[src/rtl/amp_i2c_target.sv]
// I2C target receiver: the first byte after the address sets a register pointer, and each later byte becomes a one-clk write strobe.
// Define AMP_I2C_TARGET_READ_EN to also serve controller reads from reg_rd_data.
module amp_i2c_target #(
    parameter logic [6:0] I2C_ADDR    = 7'h20,
    parameter int         SYNC_STAGES = 2
) (
    input  logic       clk,
    input  logic       resetb,
    input  logic       scl_in,
    input  logic       sda_in,
    output logic       sda_oe,
    output logic       reg_wr_en,
    output logic [7:0] reg_wr_addr,
    output logic [7:0] reg_wr_data,
    output logic [7:0] reg_rd_addr,
    input  logic [7:0] reg_rd_data,
    output logic       busy
);

    localparam logic [2:0] IDLE     = 3'd0;
    localparam logic [2:0] ADDR     = 3'd1;
    localparam logic [2:0] IGNORE   = 3'd2;
    localparam logic [2:0] ACK      = 3'd3;
    localparam logic [2:0] REG      = 3'd4;
    localparam logic [2:0] DATA     = 3'd5;
`ifdef AMP_I2C_TARGET_READ_EN
    localparam logic [2:0] RD_SHIFT = 3'd6;
    localparam logic [2:0] RD_ACK   = 3'd7;
`endif

    logic [SYNC_STAGES-1:0] scl_sync_q;
    logic [SYNC_STAGES-1:0] sda_sync_q;
    logic                   scl_hist_q;
    logic                   sda_hist_q;
    logic                   scl_s;
    logic                   sda_s;
    logic                   scl_rise;
    logic                   scl_fall;
    logic                   start_det;
    logic                   stop_det;

    logic [2:0] state_q, state_d;
    logic [2:0] ack_nxt_q, ack_nxt_d;
    logic [3:0] cnt_q, cnt_d;
    logic [7:0] shreg_q, shreg_d;
    logic [7:0] ptr_q, ptr_d;
    logic       sda_oe_q, sda_oe_d;
    logic       wr_en_q, wr_en_d;
    logic [7:0] wr_addr_q, wr_addr_d;
    logic [7:0] wr_data_q, wr_data_d;

    // Sync flops reset to the idle-bus level so reset release never looks like an edge.
    always_ff @(posedge clk) begin
        if (!resetb) begin
            scl_sync_q <= '1;
            sda_sync_q <= '1;
            scl_hist_q <= 1'b1;
            sda_hist_q <= 1'b1;
        end else begin
            scl_sync_q <= {scl_sync_q[SYNC_STAGES-2:0], scl_in};
            sda_sync_q <= {sda_sync_q[SYNC_STAGES-2:0], sda_in};
            scl_hist_q <= scl_s;
            sda_hist_q <= sda_s;
        end
    end

    assign scl_s     = scl_sync_q[SYNC_STAGES-1];
    assign sda_s     = sda_sync_q[SYNC_STAGES-1];
    assign scl_rise  = scl_s & ~scl_hist_q;
    assign scl_fall  = ~scl_s & scl_hist_q;
    assign start_det = scl_s & scl_hist_q & sda_hist_q & ~sda_s;
    assign stop_det  = scl_s & scl_hist_q & ~sda_hist_q & sda_s;

    always_comb begin
        state_d   = state_q;
        ack_nxt_d = ack_nxt_q;
        cnt_d     = cnt_q;
        shreg_d   = shreg_q;
        ptr_d     = ptr_q;
        sda_oe_d  = sda_oe_q;
        wr_en_d   = 1'b0;
        wr_addr_d = wr_addr_q;
        wr_data_d = wr_data_q;
        if (wr_en_q) begin
            ptr_d = ptr_q + 8'd1;
        end
        if (start_det) begin
            state_d  = ADDR;
            cnt_d    = 4'd0;
            sda_oe_d = 1'b0;
        end else if (stop_det) begin
            state_d  = IDLE;
            sda_oe_d = 1'b0;
        end else begin
            case (state_q)
                ADDR, REG, DATA: begin
                    if (scl_rise && cnt_q != 4'd8) begin
                        shreg_d = {shreg_q[6:0], sda_s};
                        cnt_d   = cnt_q + 4'd1;
                    end else if (scl_fall && cnt_q == 4'd8) begin
                        cnt_d    = 4'd0;
                        sda_oe_d = 1'b1;
                        state_d  = ACK;
                        if (state_q == ADDR) begin
                            if (shreg_q[7:1] != I2C_ADDR) begin
                                sda_oe_d = 1'b0;
                                state_d  = IGNORE;
                            end else if (!shreg_q[0]) begin
                                ack_nxt_d = REG;
`ifdef AMP_I2C_TARGET_READ_EN
                            end else begin
                                ack_nxt_d = RD_SHIFT;
                            end
`else
                            end else begin
                                sda_oe_d = 1'b0;
                                state_d  = IGNORE;
                            end
`endif
                        end else if (state_q == REG) begin
                            ptr_d     = shreg_q;
                            ack_nxt_d = DATA;
                        end else begin
                            wr_en_d   = 1'b1;
                            wr_addr_d = ptr_q;
                            wr_data_d = shreg_q;
                            ack_nxt_d = DATA;
                        end
                    end
                end
                ACK: begin
                    if (scl_fall) begin
                        sda_oe_d = 1'b0;
                        state_d  = ack_nxt_q;
                        cnt_d    = 4'd0;
`ifdef AMP_I2C_TARGET_READ_EN
                        // Releasing the ACK and driving the read MSB share this falling edge.
                        if (ack_nxt_q == RD_SHIFT) begin
                            shreg_d  = reg_rd_data;
                            sda_oe_d = ~reg_rd_data[7];
                            cnt_d    = 4'd1;
                        end
`endif
                    end
                end
`ifdef AMP_I2C_TARGET_READ_EN
                RD_SHIFT: begin
                    if (scl_fall) begin
                        if (cnt_q == 4'd8) begin
                            sda_oe_d = 1'b0;
                            state_d  = RD_ACK;
                        end else begin
                            shreg_d  = {shreg_q[6:0], 1'b0};
                            sda_oe_d = ~shreg_q[6];
                            cnt_d    = cnt_q + 4'd1;
                        end
                    end
                end
                RD_ACK: begin
                    if (scl_rise) begin
                        if (!sda_s) begin
                            ptr_d     = ptr_q + 8'd1;
                            ack_nxt_d = RD_SHIFT;
                            state_d   = ACK;
                        end else begin
                            state_d = IGNORE;
                        end
                    end
                end
`endif
                IDLE, IGNORE: begin
                end
                default: begin
                    state_d = IDLE;
                end
            endcase
        end
    end

    always_ff @(posedge clk) begin
        if (!resetb) begin
            state_q   <= IDLE;
            ack_nxt_q <= IDLE;
            cnt_q     <= 4'd0;
            shreg_q   <= 8'd0;
            ptr_q     <= 8'd0;
            sda_oe_q  <= 1'b0;
            wr_en_q   <= 1'b0;
            wr_addr_q <= 8'd0;
            wr_data_q <= 8'd0;
        end else begin
            state_q   <= state_d;
            ack_nxt_q <= ack_nxt_d;
            cnt_q     <= cnt_d;
            shreg_q   <= shreg_d;
            ptr_q     <= ptr_d;
            sda_oe_q  <= sda_oe_d;
            wr_en_q   <= wr_en_d;
            wr_addr_q <= wr_addr_d;
            wr_data_q <= wr_data_d;
        end
    end

`ifndef AMP_I2C_TARGET_READ_EN
    logic unused_rd_data;
    assign unused_rd_data = ^reg_rd_data;
`endif

    assign sda_oe      = sda_oe_q;
    assign reg_wr_en   = wr_en_q;
    assign reg_wr_addr = wr_addr_q;
    assign reg_wr_data = wr_data_q;
    assign reg_rd_addr = ptr_q;
    assign busy        = (state_q != IDLE);

endmodule

[config.mk]
export PLATFORM = sky130hd
export DESIGN_NAME = amp_i2c_target
export DESIGN_NICKNAME = d
export VERILOG_FILES = /design/src/rtl/amp_i2c_target.sv
export SDC_FILE = /design/constraint.sdc
export NUM_CORES = 1
export LEC_CHECK = 0
export CORE_MARGIN = 2
export CORE_UTILIZATION = 47
export CTS_CLUSTER_DIAMETER = 50
export DETAILED_ROUTE_END_ITERATION = 7
export PLACE_DENSITY = 0.76
export SKIP_LAST_GASP = 1
export SLEW_MARGIN = 10
export SYNTH_ARGS = -nofsm -noshare
export SYNTH_HDL_FRONTEND = slang
export SYNTH_SLANG_ARGS = --single-unit
[constraint.sdc]
create_clock -name clk -period 1.7 [get_ports clk]
set_clock_uncertainty 0.05 [all_clocks]
set_input_delay 0.34 -clock clk [delete_from_list [all_inputs] [get_ports clk]]
set_output_delay 0.34 -clock clk [all_outputs]
set_load 0.01 [all_outputs]
==> out/results.txt, run 1 <==
post-synth top area share -> 45.3%
H-Tree Level Count -> 2
final wirelength -> 4810 um
worst r2r src -> cnt_q[0]
port bufs -> 30
Pwr Density -> 697 mW/mm2
CP Data Arrival Time -> 1830 ps
Critical Path End Type -> register
startpoint class of the critical path -> register
largest family of logic cells by synthesized area -> simple AND/OR/NAND/NOR gates
vias in the first global route -> 1814
Compound-Gate Fraction of Synth Area -> 13.8%
Worst IR Drop VDD -> 0.504 mV
RePlAce Congestion -> 0.902
Final ANT Viol Nets -> 0
CTS max path bufs -> 2
Mean Syn Cell Area -> 8.77 um2
WHS Endpoint -> scl_sync_q[1]
Area Overhead vs Synth -> 30.4%
die area -> 0.00517 mm2
Fmax -> 607 MHz
Synth Warn # -> 0
WHS Path Cells -> 1
Max-Cap Viols -> 0
Hold WS -> 370 ps
Die H -> 71.9 um
post-detail-place hpwl -> 3380 um
core area -> 0.00438 mm2
worst-margin pin slew -> 451 ps
layout cells sized above 1 -> 20.3%
XOR/XNOR share of the synthesized area -> 3.23%
Cell Area, Synth -> 0.00217 mm2
WL per Instance -> 13.9 um
number of hold buffers added after CTS -> 0
DR vias/cell -> 5.41
vias -> 1877
pins over their slew limit -> 0
Clock Sinks -> 49
ys flop type -> dfxtp_1
worst relative slew slack -> 69.9%
worst reg2reg endpoint -> reg_rd_addr[0]
ANT cells -> 0
die width -> 71.9 um
Net Count, Synth -> 262
hold_sp -> scl_sync_q[0]
leakage -> 1.06 nW
CTS clk-pin slew, worst paths -> 90 ps
Worst Slack Setup Final -> 53.2 ps
initial core utilization -> 49.4%
cell taking the most area after synthesis -> dfxtp_1
post-synthesis sequential area ratio -> 45.3%
CTS tree -> yes
global route overflow -> 0
CTS root buffer -> clkbuf_8
initial antenna violation count -> 0
FF+latch count, synth -> 49
Hold Crit Class -> reg2reg
final setup vio count -> 0
num rows -> 24
Total GRT Usage -> 19.6%
RSZ-0062 raised after global routing -> true
first-pass GRT wire length -> 7960 um
Post-route DRC -> 0
minimum clock period -> 1650 ps
Pre-antenna DRT Iters -> 4
Layout Utilization -> 64.4%
Clk Latency, worst-skew pair -> 300 ps
mux share of post-synthesis cell area -> 4.68%
number of flops mapped to enable cells by yosys -> 0
# fillers -> 365
WP data required -> 1880 ps
Power Total -> 1.97 mW
R2R Setup Slk -> 50 ps
dpl ws -> -1.53 ps
final hold viol count -> 0
R2R cell count -> 7
CTS buffer count -> 5
Async S/R FF share, synth -> 0%
Critical Path Source -> cnt_q[0]
synth unique cells -> 42
Final nets -> 309
most area-consuming cells after synthesis -> dfxtp_1, nand2_1, nand3_1
Final Cycle Share -> 96.9%
Synth Area in Adders -> 1.73%
largest net degree at the start of global routing -> 34
status -> finished clean
Iteration-0 DRC Markers -> 138
maximum fanout along the worst path -> 4
critical path type -> reg2reg
cells after synthesis -> 247
I/O pins -> 39
Simple-Gate Fraction of Synth Area -> 26.7%
layer usage:
layer  global-route usage (%)  vias to the layer above  wire [um]  share of wire, %
met5                        0                        -          0                 0
met4                     7.55                        0         61               1.3
met3                     5.42                        5        164               3.4
met2                     32.3                       30       2380                50
met1                     24.6                      883       2200                46
li1                         -                      959          -                 -
registers in the layout, summed over array words and instances, names as in the netlist:
| signal | count |
|---|---|
| ack_nxt_q | 2 |
| cnt_q | 4 |
| reg_rd_addr | 8 |
| reg_wr_addr | 8 |
| reg_wr_data | 8 |
| reg_wr_en | 1 |
| scl_hist_q | 1 |
| scl_sync_q | 2 |
| sda_hist_q | 1 |
| sda_oe | 1 |
| sda_sync_q | 2 |
| shreg_q | 8 |
| state_q | 3 |
critical path: stages (launching register included):
cell      delay [ps]
dfxtp_2          330
inv_2             70
ha_4             120
and3b_2          230
buf_6            110
nand4b_4         130
or3_1            390
a21oi_1          140
final cells by class:
class	count	area [um2]	share of cell area, %
inverters	7	26.3	0.930
multi-input cells	177	1130	39.9
clock inverters	2	17.5	0.620
flip-flops and latches	49	1000	35.5
clock buffers	6	82.6	2.92
repair buffers	54	503	17.8
well taps	52	65.1	2.30
cell families after synthesis:
| family | after synthesis |
|---|---|
| simple gates | 109 |
| flops | 49 |
| compound gates | 47 |
| buf+inv | 21 |
| mux | 10 |
| xor+xnor | 8 |
| fa+ha+maj | 3 |
power by group:
part | total, mW | leakage [nW] | internal, mW | switching (mW)
sequential | 1.16 | 0.402 | 1.15 | 0.00641
combinational | 0.0711 | 0.610 | 0.0265 | 0.0446
clock | 0.744 | 0.0518 | 0.338 | 0.406
metrics by stage:
| stage | instances | setup TNS, ps | instance area [um2] |
|---|---|---|---|
| 3_3_place_gp | 335 | 0 | 2620 |
| 6_report | 347 | 0 | 2830 |
| 3_5_place_dp | 335 | -1.53 | 2620 |
| 5_1_grt | 347 | -16.6 | 2830 |
| 4_1_cts | 345 | -35.2 | 2750 |
| 2_1_floorplan | 247 | 0 | 2170 |
repair_timing:
item / in CTS / in global routing
pin swaps: 0 / 3
resized for setup: 10 / 18
hold endpoints to repair: 0 / 0
buffers inserted: 2 / 2
endpoints found under the setup margin: 6 / 37
synth_stat cells (4+ instances only):
master	n
a21oi_1	7
dfxtp_1	49
inv_1	7
xor2_1	5
mux2i_1	9
clkbuf_1	7
nor2_1	24
o21ai_1	18
a211oi_1	8
nand3_1	21
buf_2	4
nand2b_1	9
nand2_1	29
nand4_1	6
worst max-delay path by stage:
stage | endpoint | slack [ps] | cells after the start
after floorplan | shreg_q[2] | 5 | 8
after global placement | state_q[0] | 20 | 5
after detailed placement | state_q[0] | -2 | 5
after CTS | busy | -40 | 3
after global routing | reg_rd_addr[0] | -20 | 7
final | reg_rd_addr[0] | 50 | 7
cell usage in the layout, fill, tap and decap left out, drive strengths merged, types with 3 or more instances in the layout:
master          n
a211oi          9
a21oi           7
buf            24
clkbuf          6
clkdlybuf4s50  29
dfxtp          49
ha              3
inv             8
mux2i           9
nand2          29
nand2b          9
nand3          21
nand4           6
nand4b          3
nor2           24
nor3            4
o211ai          3
o21ai          20
xnor2           3
xor2            5
No activity file was read; power rests on OpenSTA's default activity.
==> run 2, diff against run 1 <==
MAX_ROUTING_LAYER = met4   (was default)
REMOVE_ABC_BUFFERS = 1   (was default)
==> run 2 against run 1 <==
- first-iteration DRC count is 50% lower
- count of clock-buffer cells in the layout fell by 1
- critical endpoint is now reg_wr_en
- clock power decreased by 4.3%
- final area down 4.3%
- die area unchanged
- critical path depth down 6
- global-route usage rose by 0.42 points
- final cell count down 2.6%
- setup slack got worse by 14 ps
- register-to-register slack gained 30 ps
- sequential power barely moved
==> out/results.txt, run 2 (synthesis results as in run 1) <==
Die H -> 71.9 um (unchanged)
Worst path slowest cell -> clkdlybuf4s50_1 (was or3_1)
startpoint class of the critical path -> register (unchanged)
I/O pins -> 39 (unchanged)
die area -> 0.00517 mm2 (unchanged)
Pwr Density -> 718 mW/mm2 (was 697 mW/mm2)
clock power share -> 36.7% (was 37.8%)
CTS buffer count -> 5 (unchanged)
Flop pwr share -> 59.5% (was 58.6%)
crit-path max cell delay -> 560 ps (was 390 ps)
Worst Slack Setup Final -> 39.6 ps (was 53.2 ps)
pins over their slew limit -> 0 (unchanged)
worst relative slew slack -> 70.3% (was 69.9%)
DP Area -> 0.00258 mm2 (was 0.00262 mm2)
vias in the first global route -> 1706 (was 1814)
CTS clk-pin slew, worst paths -> 90 ps (about the same)
Critical Path End Type -> output pin (was register)
layout cells sized above 1 -> 15.0% (was 20.3%)
Total GRT Usage -> 20.1% (was 19.6%)
core area -> 0.00438 mm2 (unchanged)
Hold WS -> 361 ps (was 370 ps)
final wirelength -> 4580 um (was 4810 um)
final setup vio count -> 0 (unchanged)
die width -> 71.9 um (unchanged)
worst-margin pin slew -> 445 ps (was 451 ps)
combinational power share -> 3.8% (was 3.6%)
critical path type -> reg2out (was reg2reg)
CTS tree -> yes (unchanged)
final hold viol count -> 0 (unchanged)
sw frac -> 24.2% (was 23.2%)
global route overflow -> 0 (unchanged)
WP data required -> 1310 ps (was 1880 ps)
number of hold buffers added after CTS -> 0 (unchanged)
Final ANT Viol Nets -> 0 (unchanged)
CTS root buffer -> clkbuf_8 (unchanged)
CP Data Arrival Time -> 1270 ps (was 1830 ps)
first-pass GRT wire length -> 7980 um (was 7960 um)
Iteration-0 DRC Markers -> 69 (was 138)
RSZ-0062 raised after global routing -> true (unchanged)
Fmax -> 602 MHz (was 607 MHz)
WP buf/inv -> 1 (was 2)
critical-path cell list -> clkdlybuf4s50_1 (was inv_2 > ha_4 > and3b_2 > buf_6 > nand4b_4 > or3_1 > a21oi_1)
most common cell after layout, fill and taps aside -> dfxtp_1 (unchanged)
maximum fanout along the worst path -> 7 (was 4)
Hold Crit Class -> reg2reg (unchanged)
Max-Cap Viols -> 0 (unchanged)
DR vias/cell -> 5.34 (was 5.41)
Worst IR Drop VDD -> 0.617 mV (was 0.504 mV)
Final Cycle Share -> 97.7% (was 96.9%)
most frequent cells in the layout -> dfxtp_1, nand2_1, clkdlybuf4s50_1, nor2_1, nand3_1 (was dfxtp_1, nand2_1, clkdlybuf4s50_1, nor2_1)
worst r2r src -> cnt_q[0] (unchanged)
Post-route DRC -> 0 (unchanged)
M1 wire length -> 2290 um (was 2200 um)
dpl ws -> -97.1 ps (was -1.53 ps)
post-detail-place hpwl -> 3280 um (was 3380 um)
WL met3 -> 221 um (was 164 um)
ANT cells -> 0 (unchanged)
hold_sp -> scl_sync_q[0] (unchanged)
initial antenna violation count -> 0 (unchanged)
CTS max path bufs -> 2 (unchanged)
net switching power figure -> 470 uW (was 457 uW)
Clock Sinks -> 49 (unchanged)
leakage -> 1.00 nW (was 1.06 nW)
RePlAce Congestion -> 0.838 (was 0.902)
P_int -> 1.47 mW (was 1.51 mW)
initial core utilization -> 49.4% (unchanged)
DR WL met2 -> 2020 um (was 2380 um)
sequential cell area -> 1000 um2 (was 0.00100 mm2)
minimum clock period -> 1660 ps (was 1650 ps)
port bufs -> 30 (unchanged)
area of the multi-input gates -> 0.00109 mm2 (was 0.00113 mm2)
status -> finished clean (unchanged)
Pre-antenna DRT Iters -> 4 (unchanged)
Area Overhead vs Synth -> 24.8% (was 30.4%)
WL per Instance -> 13.6 um (was 13.9 um)
largest net degree at the start of global routing -> 34 (unchanged)
DR top layer -> met4 (unchanged)
Clk Latency, worst-skew pair -> 310 ps (was 300 ps)
H-Tree Level Count -> 2 (unchanged)
cell area after layout -> 0.00270 mm2 (was 0.00283 mm2)
CP delay by family, top -> buffers and inverters (was simple AND/OR/NAND/NOR gates)
Final nets -> 300 (was 309)
vias -> 1806 (was 1877)
num rows -> 24 (unchanged)
Critical Path Source -> reg_wr_en (was cnt_q[0])
# fillers -> 383 (was 365)
-- run 2: cell count changes in the layout (fill, tap and decap cells not counted), moves of 2 or more --
cell	previous run	this run
a211oi_1	3	8
inv_1	5	7
a211oi_2	6	1
inv_2	2	0
buf_4	21	13
-- run 2: layout make-up --
type | instances | area share [%]
Timing Repair Buffer | 45 | 16.0
Clock inverter | 3 | 0.787
Clock buffer | 5 | 2.55
Sequential cell | 49 | 37.0
Multi-Input combinational cell | 177 | 40.4
Inverter | 7 | 0.972
Tap cell | 52 | 2.41
-- run 2: power by group through the flow --
stage	Sequential (mW)	Clock [mW]	Combinational (mW)
after floorplan	1.18	0	0.0328
after global placement	1.19	0	0.0738
after detailed placement	1.19	0	0.0750
after CTS	1.16	0.721	0.0754
after global routing	1.16	0.769	0.0822
final	1.16	0.712	0.0748
-- run 2: path summary, 6_finish.rpt --
check,to,slack (ps),cells past startpoint
worst max register to register,state_q[0],80,7
worst min-delay path,scl_sync_q[1],360,1
worst max-delay path,reg_wr_en,40,1
worst min register to register,scl_sync_q[1],360,1
-- run 2: what timing repair did --
| action | in CTS | in global routing |
|---|---|---|
| buffers inserted | 1 | 0 |
| gates resized for setup | 11 | 6 |
| endpoints found under the setup margin | 11 | 18 |
| hold endpoints to repair | 0 | 0 |
| pin swaps | 0 | 1 |
-- run 2: routing by layer --
metal,global-route usage [%],up-vias
met1,27.8,818
met3,5.00,5
met5,-,-
li1,-,940
met4,7.34,0
met2,28.4,43
-- run 2: per-stage QoR --
step	cells	TNS [ps]	utilization [%]	total power [mW]
detailed placement	329	-503	58.8	1.26
finish	338	0	61.7	1.94
global route	338	-87.0	61.7	2.01
floorplan	233	-8910	-	1.22
global placement	329	-248	58.8	1.26
CTS	338	-59.7	61.4	1.95
